## src/rtl/sumn_seq.sv

```systemverilog
// Multi-cycle adder: adds CHUNK bits per clock through a ripple chain of full-adder cells.
// Define SUMN_SUB_EN to let sub=1 compute A - B; otherwise sub is ignored.

module sumn_fa (
    input  logic a,
    input  logic b,
    input  logic ci,
    output logic s,
    output logic co
);
    assign s  = a ^ b ^ ci;
    assign co = (a & b) | (ci & (a ^ b));
endmodule

module sumn_seq #(
    parameter int WIDTH = 16,
    parameter int CHUNK = 4
) (
    input  logic             clk,
    input  logic             reset,
    input  logic             start,
    input  logic [WIDTH-1:0] A,
    input  logic [WIDTH-1:0] B,
    input  logic             c_in,
    input  logic             sub,
    output logic             busy,
    output logic             done,
    output logic [WIDTH-1:0] S,
    output logic             c_out,
    output logic             ovf
);
    localparam int NCH = WIDTH / CHUNK;
    localparam int KW  = (NCH > 1) ? $clog2(NCH) : 1;
    localparam logic [KW-1:0] K_LAST = KW'(NCH - 1);

    typedef enum logic [1:0] {IDLE, RUN, DONE} state_t;

    state_t           state, state_nxt;
    logic [WIDTH-1:0] a_r, b_r;
    logic [KW-1:0]    k;
    logic             carry;
    logic             capture, step;
    logic [CHUNK-1:0] a_c, b_c, sum_c;
    logic [CHUNK:0]   cy;

`ifndef SUMN_SUB_EN
    logic unused_sub;
    assign unused_sub = sub;
`endif

    always_comb begin
        state_nxt = state;
        busy      = 1'b0;
        done      = 1'b0;
        capture   = 1'b0;
        step      = 1'b0;
        case (state)
            IDLE: begin
                if (start) begin
                    capture   = 1'b1;
                    state_nxt = RUN;
                end
            end
            RUN: begin
                busy = 1'b1;
                step = 1'b1;
                if (k == K_LAST) state_nxt = DONE;
            end
            DONE: begin
                done = 1'b1;
                if (start) begin
                    capture   = 1'b1;
                    state_nxt = RUN;
                end else begin
                    state_nxt = IDLE;
                end
            end
            default: state_nxt = IDLE;
        endcase
    end

    // Operand chunk select for the current step
    always_comb begin
        a_c = '0;
        b_c = '0;
        for (int i = 0; i < NCH; i++) begin
            if (k == KW'(i)) begin
                a_c = a_r[i*CHUNK +: CHUNK];
                b_c = b_r[i*CHUNK +: CHUNK];
            end
        end
    end

    assign cy[0] = carry;

    for (genvar g = 0; g < CHUNK; g++) begin : g_fa
        sumn_fa u_fa (
            .a  (a_c[g]),
            .b  (b_c[g]),
            .ci (cy[g]),
            .s  (sum_c[g]),
            .co (cy[g+1])
        );
    end

    always_ff @(posedge clk or posedge reset) begin
        if (reset) begin
            state <= IDLE;
            a_r   <= '0;
            b_r   <= '0;
            k     <= '0;
            carry <= 1'b0;
            S     <= '0;
            c_out <= 1'b0;
            ovf   <= 1'b0;
        end else begin
            state <= state_nxt;
            if (capture) begin
                a_r <= A;
                k   <= '0;
`ifdef SUMN_SUB_EN
                // Subtract as A + ~B + 1; the caller's carry-in is not used.
                b_r   <= sub ? ~B : B;
                carry <= sub ? 1'b1 : c_in;
`else
                b_r   <= B;
                carry <= c_in;
`endif
            end else if (step) begin
                for (int i = 0; i < NCH; i++) begin
                    if (k == KW'(i)) S[i*CHUNK +: CHUNK] <= sum_c;
                end
                carry <= cy[CHUNK];
                if (k == K_LAST) begin
                    k     <= '0;
                    c_out <= cy[CHUNK];
                    ovf   <= cy[CHUNK] ^ cy[CHUNK-1];
                end else begin
                    k <= k + KW'(1);
                end
            end
        end
    end
endmodule

```

## config.mk

```make
export PLATFORM = sky130hd
export DESIGN_NAME = sumn_seq
export DESIGN_NICKNAME = d
export VERILOG_FILES = /design/src/rtl/sumn_seq.sv
export SDC_FILE = /design/constraint.sdc
export NUM_CORES = 1
export LEC_CHECK = 0
export CORE_MARGIN = 2
export CORE_UTILIZATION = 45
export DETAILED_ROUTE_END_ITERATION = 8
export PLACE_DENSITY = 0.83
export REMOVE_ABC_BUFFERS = 1
export SETUP_SLACK_MARGIN = 0.1
export SYNTH_ARGS = -nofsm -noshare
export SYNTH_HDL_FRONTEND = slang
export SYNTH_SLANG_ARGS = --single-unit
```

## constraint.sdc

```tcl
create_clock -name clk -period 3.2 [get_ports clk]
set_clock_uncertainty 0.1 [all_clocks]
set_input_delay 0.48 -clock clk [delete_from_list [all_inputs] [get_ports clk]]
set_output_delay 0.48 -clock clk [all_outputs]
set_load 0.03 [all_outputs]
```

* Word level (Yosys, flattened, before mapping) *
Cells that the tools add are included.

word-level totals
  bits in registers = 55
  bits in latches = 0
  memory bits (writable) = 0
  ROM bits = 0
  bits of input ports = 37
  output and inout bits = 20
  logic and storage cells = 71
  memories = 0

operators by class
  add/sub/neg operators = 1
  $mul = 0
  divide/modulo/power cells = 0
  order comparisons = 0
  equal/unequal tests = 7
  shift-type cells = 0
  muxes and demuxes = 21
  bitwise gates (word level) = 22
  reduce and logical (&&, ||, !) cells = 9

operators by type and width
  kind                                           number
  2-to-1 mux 4 bit                               8
  AND reduction 3 bit                            4
  2-to-1 mux 2 bit                               5
  bitwise XOR 1 bit                              9
  AND 1 bit                                      8
  2-to-1 mux 1 bit                               7
  == test 2 bit, second input constant           3
  case mux 2 bit (3 select lines)                1
  == test 2 x 1 -> 1 bit, second input constant  2
  zero test 2 bit                                2
  inequality test 2 bit, second input constant   2
  OR 1 bit                                       4
  adder 2 x 1 -> 2 bit, second input constant    1
  AND reduction 2 bit                            1
  nonzero test 2 bit                             1
  OR reduction 2 bit                             1
  inverter 1 bit                                 1

* Logic depth before layout (Yosys ltp) *
Gate-level depths: netlist (run 1).

  depth in word-level cells = 16
  mapped depth = 12
  depth with buffers taken out = 11

* By module *
From an unflattened synthesis (run 1), not the netlist that was laid out.

unflattened totals
  cell total of the unflattened synthesis = 242
  area, all modules = 2491.1 µm²

modules (own cells, without submodules)
  module    instances  cells each  area an instance (µm²)  sequential area each (µm²)
  sumn_seq  1          238         2411.1                  1376.3
  sumn_fa   4          1           20.0                    0.0

* Least setup slack after synthesis (run 1) *
No wires, ideal clock.

  path type = register to register
  start = register k[0]
  end = register S[7]
  arrival = 3.252 ns
  data required time = 2.972 ns
  setup slack = -0.280 ns
  cell stages (with the launch flop) = 11
  buffers on the path = 0
  clock period less this slack = 3.480 ns
  cells stage by stage = dfrtp_1 -> inv_1 -> ha_1 -> and2b_1 -> a221oi_1 -> o31ai_1 -> fa_1 -> fa_1 -> fa_1 -> fa_1 -> mux2_1

on the way
  cells in the longest elaborated chain, start to end = 13
  elaborated cells on any way between the ends = 27
  classes of those cells = 3 x eq/ne; 8 x mux; 14 x bitwise; 2 x reduce/logical

ends and longest elaborated chain
  what                           line  RTL
  start, declared                40    logic [KW-1:0] k;
  start signal, assigned         139   k <= k + KW'(1);
  zero test 2 bit                87    if (k == KW'(i)) begin
  2-to-1 mux 4 bit (4 in a row)  87
  bitwise XOR 1 bit              12    assign co = (a & b) | (ci & (a ^ b));
  AND 1 bit                      12
  OR 1 bit                       12
  AND 1 bit                      12
  OR 1 bit                       12
  AND 1 bit                      12
  OR 1 bit                       12
  bitwise XOR 1 bit *            11    assign s = a ^ b ^ ci;
  via g_fa[3].u_fa.s             8     output logic s,
  end signal, assigned by index  131   if (k == KW'(i)) S[i*CHUNK +: CHUNK] <= sum_c;
  end, declared                  28    output logic [WIDTH-1:0] S,

Mark *: on every way through the listed nets, which the timed path passes. The rest lies on a longest branch.
A chain may end at the register's enable or synchronous reset.

* Worst setup path after layout (run 1) *
Ends and elaborated chain as after synthesis.

==> metrics.md, run 1 <==
| Metric | Value |
|---|---|
| Status | finished, violations left |
| Failing checks | setup timing |
| Max Fclk | 305 MHz |
| Post-synthesis cell type count | 29 |
| CP max FO | 4 |
| Worst skew pair latency | 310 ps |
| TritonCTS buffer count | 5 |
| Remaining DRCs | 0 |
| Largest cells by area after synthesis | dfrtp_1 (55%), mux2_2 (15%), mux2_4 (4.8%) |
| Rows | 27 |
| Final TNS setup | -282 ps |
| GRT overflow | 0 |
| Crit path cell chain | inv_2 > ha_4 > and2b_1 > a221oi_2 > o31ai_2 > fa_2 > fa_2 > fa_2 > fa_2 > mux2_4 |
| CP delay by family, top | adder cells |
| Number of I/O port buffers | 55 |
| Hold crit path type | flip-flop to flip-flop |
| Clock buffer depth | 2 |
| Critical Path Max Stage Delay | 460 ps |
| RSZ-0062 raised after global routing | yes |
| I/O pins | 57 |
| Share of the synthesized area in the top cell type | 54.8% |
| Max-cap viol count | 0 |
| Switching share of power | 38.9% |
| Setup ws final | -74.7 ps |
| Combinational fraction of design power | 59.5% |
| Largest net degree at the start of global routing | 56 |
| Slowest cell on crit path | fa_2 |
| Critical Path End Type | flip-flop |
| CTS root buf | clkbuf_8 |
| Crit path arrival time | 3360 ps |
| Total die area | 6200 um2 |
| Wire per inst | 15.0 um |
| Cell area after synthesis | 2510 um2 |
| Final Max Tran Viols | 0 |
| P_int | 2470 uW |
| Post-route design area | 3350 um2 |
| CP dominant cell by count | fa_2 |
| Starting density of the core | 46.2% |
| Startpoint types | flip-flop |
| H-tree depth | 2 |
| Hold Vio Cnt, Final | 0 |
| WHS Path Cells | 1 |
| Drt pass-1 iters | 4 |
| Hold Path End | a_r[13]$_DFFE_PP0P_ |
| Area leader, netlist | dfrtp_1 |
| Critical path class | flip-flop to flip-flop |
| Global-route usage over all layers | 17.5% |
| Number of fill cells | 422 |
| Clock power share | 9.0% |
| Via count | 1673 |
| Post-synthesis cell count | 188 |
| Die X | 78.7 um |
| P_sw | 1570 uW |
| Synth warnings | 0 |
| Num Clock Sinks | 55 |
| Hold path startpoint | a_r[13]$_DFFE_PP0P_ |
| Leak Pwr | 0.00145 uW |
| Vias in the first global route | 1739 |
| Fin nets | 301 |
| Synth Area per Inst | 13.4 um2 |
| Final period util | 102% |
| CP Buf/Inv Count | 1 |
| Antenna cells | 0 |
| Pwr per Cell Area | 1200 nW/um2 |
| Clock transition at the registers of the reported paths | 90 ps |
| Cell Area, Placed | 3210 um2 |
| Sequential area share after synthesis | 54.8% |
| Post-route ant nets | 0 |
| DP HPWL | 3.61 mm |
| Ratio of cells with drive above 1 in the final layout | 31.9% |
| First-pass GRT wire length | 8.31 mm |
| Post-layout min period | 3270 ps |
| Core area | 5440 um2 |
| Worst r2r dst | S[7]$_DFFE_PP0P_ |
| R2R setup slack | -70 ps |
| Antenna violations before repair | 0 |
| Setup violations, final | 4 |
| #FFs+latches synth | 55 |
| Number of vias per cell | 5.09 |
| Sequential share of power | 31.4% |
| Area growth, synth to finish | 33.4% |
| Peak VDD IR | 557 uV |
| RR Startpoint | k[0]$_DFFE_PP0P_ |
| Pin slew with the least headroom to its limit | 683 ps |
| Worst r2r path cells | 10 |
| Worst endpoint required time | 3290 ps |
| CTS tree | built |
| Die Ht | 78.7 um |
| Post-Route WL | 4.93 mm |
| Initial drt markers | 70 |
| Slew Limit Headroom | 54.5% |
| Routability congestion estimate | 0.797 |
==> cell families (layout without fill, tap and decap cells) <==
kind of cell | count (synthesis) | count (layout) | share of synthesized area (%)
flip-flops | 55 | 55 | 54.8
XOR/XNOR | 1 | 1 | 0.349
adder cells (fa/ha/maj) | 8 | 8 | 5.18
buffers and inverters | 17 | 86 | 3.24
AO/OA/AOI/OAI | 33 | 33 | 8.52
multiplexers | 46 | 46 | 21.8
AND/OR/NAND/NOR | 28 | 28 | 6.18
==> power by group through the flow <==
stage	logic [uW]	registers [uW]	clock network, uW
floorplan	1350	1440	0
global placement	2180	1260	0
detailed placement	2280	1280	0
CTS	2400	1270	380
global route	2630	1310	410
finish	2400	1270	365
==> how the worst max path moves through the flow <==
stage	start	end	slack, ps	depth (start not counted)
2_1_floorplan	k[1]$_DFFE_PP0P_	S[7]$_DFFE_PP0P_	-420	10
3_3_place_gp	k[0]$_DFFE_PP0P_	S[7]$_DFFE_PP0P_	-220	9
3_5_place_dp	k[0]$_DFFE_PP0P_	S[7]$_DFFE_PP0P_	-320	9
4_1_cts	k[1]$_DFFE_PP0P_	S[7]$_DFFE_PP0P_	-70	10
5_1_grt	k[0]$_DFFE_PP0P_	S[3]$_DFFE_PP0P_	-180	10
6_report	k[0]$_DFFE_PP0P_	S[7]$_DFFE_PP0P_	-70	10
==> flip-flops by register name, indices dropped and copies added, names as in the netlist <==
signal and cells:
c_out 1, S 16, k 2, state 2, ovf 1, b_r 16
carry 1, a_r 16
==> area by class of cell <==
cell class	instances	area, um2	share of cell area (%)
Sequential cell	55	1380	41.1
Multi-Input combinational cell	116	1110	33.1
Timing Repair Buffer	69	656	19.6
Tap cell	72	90.1	2.69
Clock buffer	6	72.6	2.16
Inverter	9	35.0	1.05
Clock inverter	2	12.5	0.373
==> per-layer routing <==
layer	GRT usage [%]	up-vias	part of all wire [%]	wire length, um
li1	-	795	-	-
met1	22.6	823	45	2220
met2	28.5	47	49	2430
met3	4.09	8	4.2	205
met4	7.19	0	1.5	76
met5	0	-	0	0
==> through the flow <==
stage	worst slack (ps)	instances	hold slack [ps]	power, uW	util [%]
after floorplan	-417	180	381	2790	-
after global placement	-224	320	389	3440	59.0
after detailed placement	-316	320	394	3560	59.0
after CTS	-73.7	329	421	4050	61.3
after global routing	-184	329	438	4350	61.6
final	-74.7	329	416	4040	61.6
==> placed cells by master (no fill, tap or decap), drive strengths merged <==
master / count
o21bai: 1
clkdlybuf4s50: 55
ha: 4
inv: 8
nor2: 1
nand2b: 1
o31ai: 4
nor3: 1
a22o: 5
dfrtp: 55
fa: 4
xnor2: 1
clkbuf: 6
a21o: 1
mux2i: 1
clkinv: 2
o21ai: 10
a21oi: 8
nand3b: 1
mux2: 45
nand2: 17
and2b: 1
clkinvlp: 1
a221oi: 4
buf: 14
nor2b: 6
==> synth_stat cells, drive strengths merged <==
| library cell | count |
|---|---|
| a221oi | 4 |
| nor3 | 1 |
| xnor2 | 1 |
| and2b | 1 |
| o21bai | 1 |
| a21o | 1 |
| inv | 8 |
| nand2 | 17 |
| nand3b | 1 |
| clkbuf | 1 |
| a21oi | 8 |
| ha | 4 |
| nor2b | 6 |
| nand2b | 1 |
| dfrtp | 55 |
| o21ai | 10 |
| mux2 | 45 |
| o31ai | 4 |
| nor2 | 1 |
| mux2i | 1 |
| clkinv | 1 |
| fa | 4 |
| a22o | 5 |
| buf | 7 |
==> worst register-to-register path, delay by kind of cell, from the launching register on <==
family,cells,cell delay [ps]
AO/OA/AOI/OAI,2,370
adder cells (fa/ha/maj),5,1700
buffers and inverters,1,80
flip-flops,1,440
multiplexers,1,280
AND/OR/NAND/NOR,1,170
==> timing repair <==
action / 4_1_cts / 5_1_grt
setup buffers: 1 / 0
pin swaps: 2 / 2
hold buffers: 0 / 0
setup endpoints to repair: 10 / 7
cloned: 0 / 0
hold endpoints to repair: 0 / 0
resized for setup: 15 / 2
(Power assumes the default switching activity.)
==> run 2, diff against run 1 <==
--- a/config.mk
+++ b/config.mk
@@ -11,6 +11,7 @@
 export PLACE_DENSITY = 0.83
 export REMOVE_ABC_BUFFERS = 1
 export SETUP_SLACK_MARGIN = 0.1
+export SLEW_MARGIN = 20
 export SYNTH_ARGS = -nofsm -noshare
 export SYNTH_HDL_FRONTEND = slang
 export SYNTH_SLANG_ARGS = --single-unit
==> results of run 2 <==
The final DEF is identical to that of run 1; final timing and power are the same.
==> run 3, diff against run 2 <==
--- a/config.mk
+++ b/config.mk
@@ -10,7 +10,7 @@
 export DETAILED_ROUTE_END_ITERATION = 8
 export PLACE_DENSITY = 0.83
 export REMOVE_ABC_BUFFERS = 1
-export SETUP_SLACK_MARGIN = 0.1
+export SETUP_SLACK_MARGIN = 0.4
 export SLEW_MARGIN = 20
 export SYNTH_ARGS = -nofsm -noshare
 export SYNTH_HDL_FRONTEND = slang
==> metrics.md, run 3 (synthesized netlist as in run 1, its figures left out) <==
| Metric | Value |
|---|---|
| Worst endpoint required time | 3290 ps (about the same) |
| Rows | 27 (unchanged) |
| DP HPWL | 3.61 mm (unchanged) |
| Post-route ant nets | 0 (unchanged) |
| Antenna cells | 0 (unchanged) |
| CTS root buf | clkbuf_8 (unchanged) |
| Worst skew pair latency | 310 ps (about the same) |
| Vias in the first global route | 1752 (was 1739) |
| Failing checks | setup timing (unchanged) |
| Critical path class | flip-flop to flip-flop (unchanged) |
| Total die area | 6200 um2 (unchanged) |
| Place WS | -316 ps (unchanged) |
| Setup violations, final | 4 (unchanged) |
| Status | finished, violations left (unchanged) |
| Initial drt markers | 97 (was 70) |
| Remaining DRCs | 0 (unchanged) |
| I/O pins | 57 (unchanged) |
| Clock buffer depth | 2 (unchanged) |
| Fin nets | 301 (unchanged) |
| First-pass GRT wire length | 8.40 mm (was 8.31 mm) |
| Total Power | 4100 uW (was 4040 uW) |
| Final Max Tran Viols | 0 (unchanged) |
| Wire per inst | 15.1 um (was 15.0 um) |
| Core area | 5440 um2 (unchanged) |
| Pin slew with the least headroom to its limit | 675 ps (was 683 ps) |
| Number of vias per cell | 5.13 (was 5.09) |
| RSZ-0062 raised after global routing | yes (unchanged) |
| Critical Path End Type | flip-flop (unchanged) |
| Post-layout min period | 3280 ps (was 3270 ps) |
| Pwr per Cell Area | 1220 nW/um2 (was 1200 nW/um2) |
| Fin util | 61.9% (was 61.6%) |
| Drt pass-1 iters | 6 (was 4) |
| Antenna violations before repair | 0 (unchanged) |
| CTS tree | built (unchanged) |
| Setup ws final | -81.3 ps (was -74.7 ps) |
| CP max FO | 4 (unchanged) |
| Via count | 1687 (was 1673) |
| Die Ht | 78.7 um (unchanged) |
| Biggest regs | S x16, a_r x16, b_r x16 (unchanged) |
| Number of I/O port buffers | 55 (unchanged) |
| Post-Route WL | 4.98 mm (was 4.93 mm) |
| GRT overflow | 0 (unchanged) |
| Final period util | 103% (was 102%) |
| Hold Vio Cnt, Final | 0 (unchanged) |
| Startpoint types | flip-flop (unchanged) |
| Max-cap viol count | 0 (unchanged) |
| Leak Pwr | 0.00147 uW (was 0.00145 uW) |
| Starting density of the core | 46.2% (unchanged) |
| Die X | 78.7 um (unchanged) |
| Min Hold Slack | 417 ps (was 416 ps) |
| Placed insts | 320 (unchanged) |
| Hold crit path type | flip-flop to flip-flop (unchanged) |
| Largest net degree at the start of global routing | 56 (unchanged) |
| Ratio of cells with drive above 1 in the final layout | 32.7% (was 31.9%) |
| Global-route usage over all layers | 17.7% (was 17.5%) |
| Clock transition at the registers of the reported paths | 90 ps (about the same) |
| Routability congestion estimate | 0.797 (unchanged) |
| Area growth, synth to finish | 34.0% (was 33.4%) |
| H-tree depth | 2 (unchanged) |
| Max Fclk | 305 MHz (about the same) |
| Peak VDD IR | 531 uV (was 557 uV) |
| Slew Limit Headroom | 55.0% (was 54.5%) |
| Crit path arrival time | 3370 ps (was 3360 ps) |
| Most frequent cells in the layout | dfrtp_1 (55), clkdlybuf4s50_1 (55), mux2_2 (32) (was dfrtp_1 (55), clkdlybuf4s50_1 (55), mux2_2 (33)) |
| Post-Layout Cell Count | 329 (unchanged) |
| Num Clock Sinks | 55 (unchanged) |
| TritonCTS buffer count | 5 (unchanged) |
run 3: worst max-delay path: stages, from the launching register on:
cell and delay (ps):
dfrtp_1 440, inv_2 80, ha_4 160, and2b_1 170, a221oi_2 270, o31ai_2 100
fa_2 370, fa_2 350, fa_2 370, fa_2 460, mux2_4 280
run 3: through the flow:
stage,setup TNS (ps),cell area (um2)
6_report,-306,3370
5_1_grt,-997,3370
4_1_cts,-278,3340
3_5_place_dp,-1850,3210
3_3_place_gp,-1180,3210
2_1_floorplan,-2590,2470
run 3: repair_timing:
item,CTS,global route
endpoints found under the setup margin,11,11
setup buffers,1,0
hold buffers,0,0
resized for setup,17,3
pin swaps,2,2
run 3: cell type report:
class,instances,area [um2]
inverter,9,35.0
fill,413,2070
clock buffer,6,72.6
clock inverter,2,12.5
timing repair buffer,69,656
sequential,55,1380
multi-input combinational,116,1120
tap,72,90.1
run 3: final timing paths:
kind | start | end | depth (start not counted) | slack [ps]
worst min-delay path | b_r[2]$_DFFE_PP0P_ | b_r[2]$_DFFE_PP0P_ | 1 | 420
max in group asynchronous | reset | b_r[13]$_DFFE_PP0P_ | 3 | 1980
worst max-delay path | k[0]$_DFFE_PP0P_ | S[7]$_DFFE_PP0P_ | 10 | -80
worst max register to register | k[0]$_DFFE_PP0P_ | S[7]$_DFFE_PP0P_ | 10 | -80
worst min register to register | b_r[2]$_DFFE_PP0P_ | b_r[2]$_DFFE_PP0P_ | 1 | 420
min in group asynchronous | reset | S[9]$_DFFE_PP0P_ | 3 | 550
run 3: metal layers:
metal / up-vias / GRT usage, % / wire, um
met1: 833 / 22.9 / 2230
met2: 46 / 28.0 / 2420
met3: 11 / 4.32 / 211
li1: 797 / - / -
met4: 0 / 8.42 / 119
met5: - / 0 / 0
run 3: report_power, final:
part	internal (uW)	switching (uW)	total [uW]
sequential	1060	214	1270
clock	153	212	366
combinational	1310	1160	2470
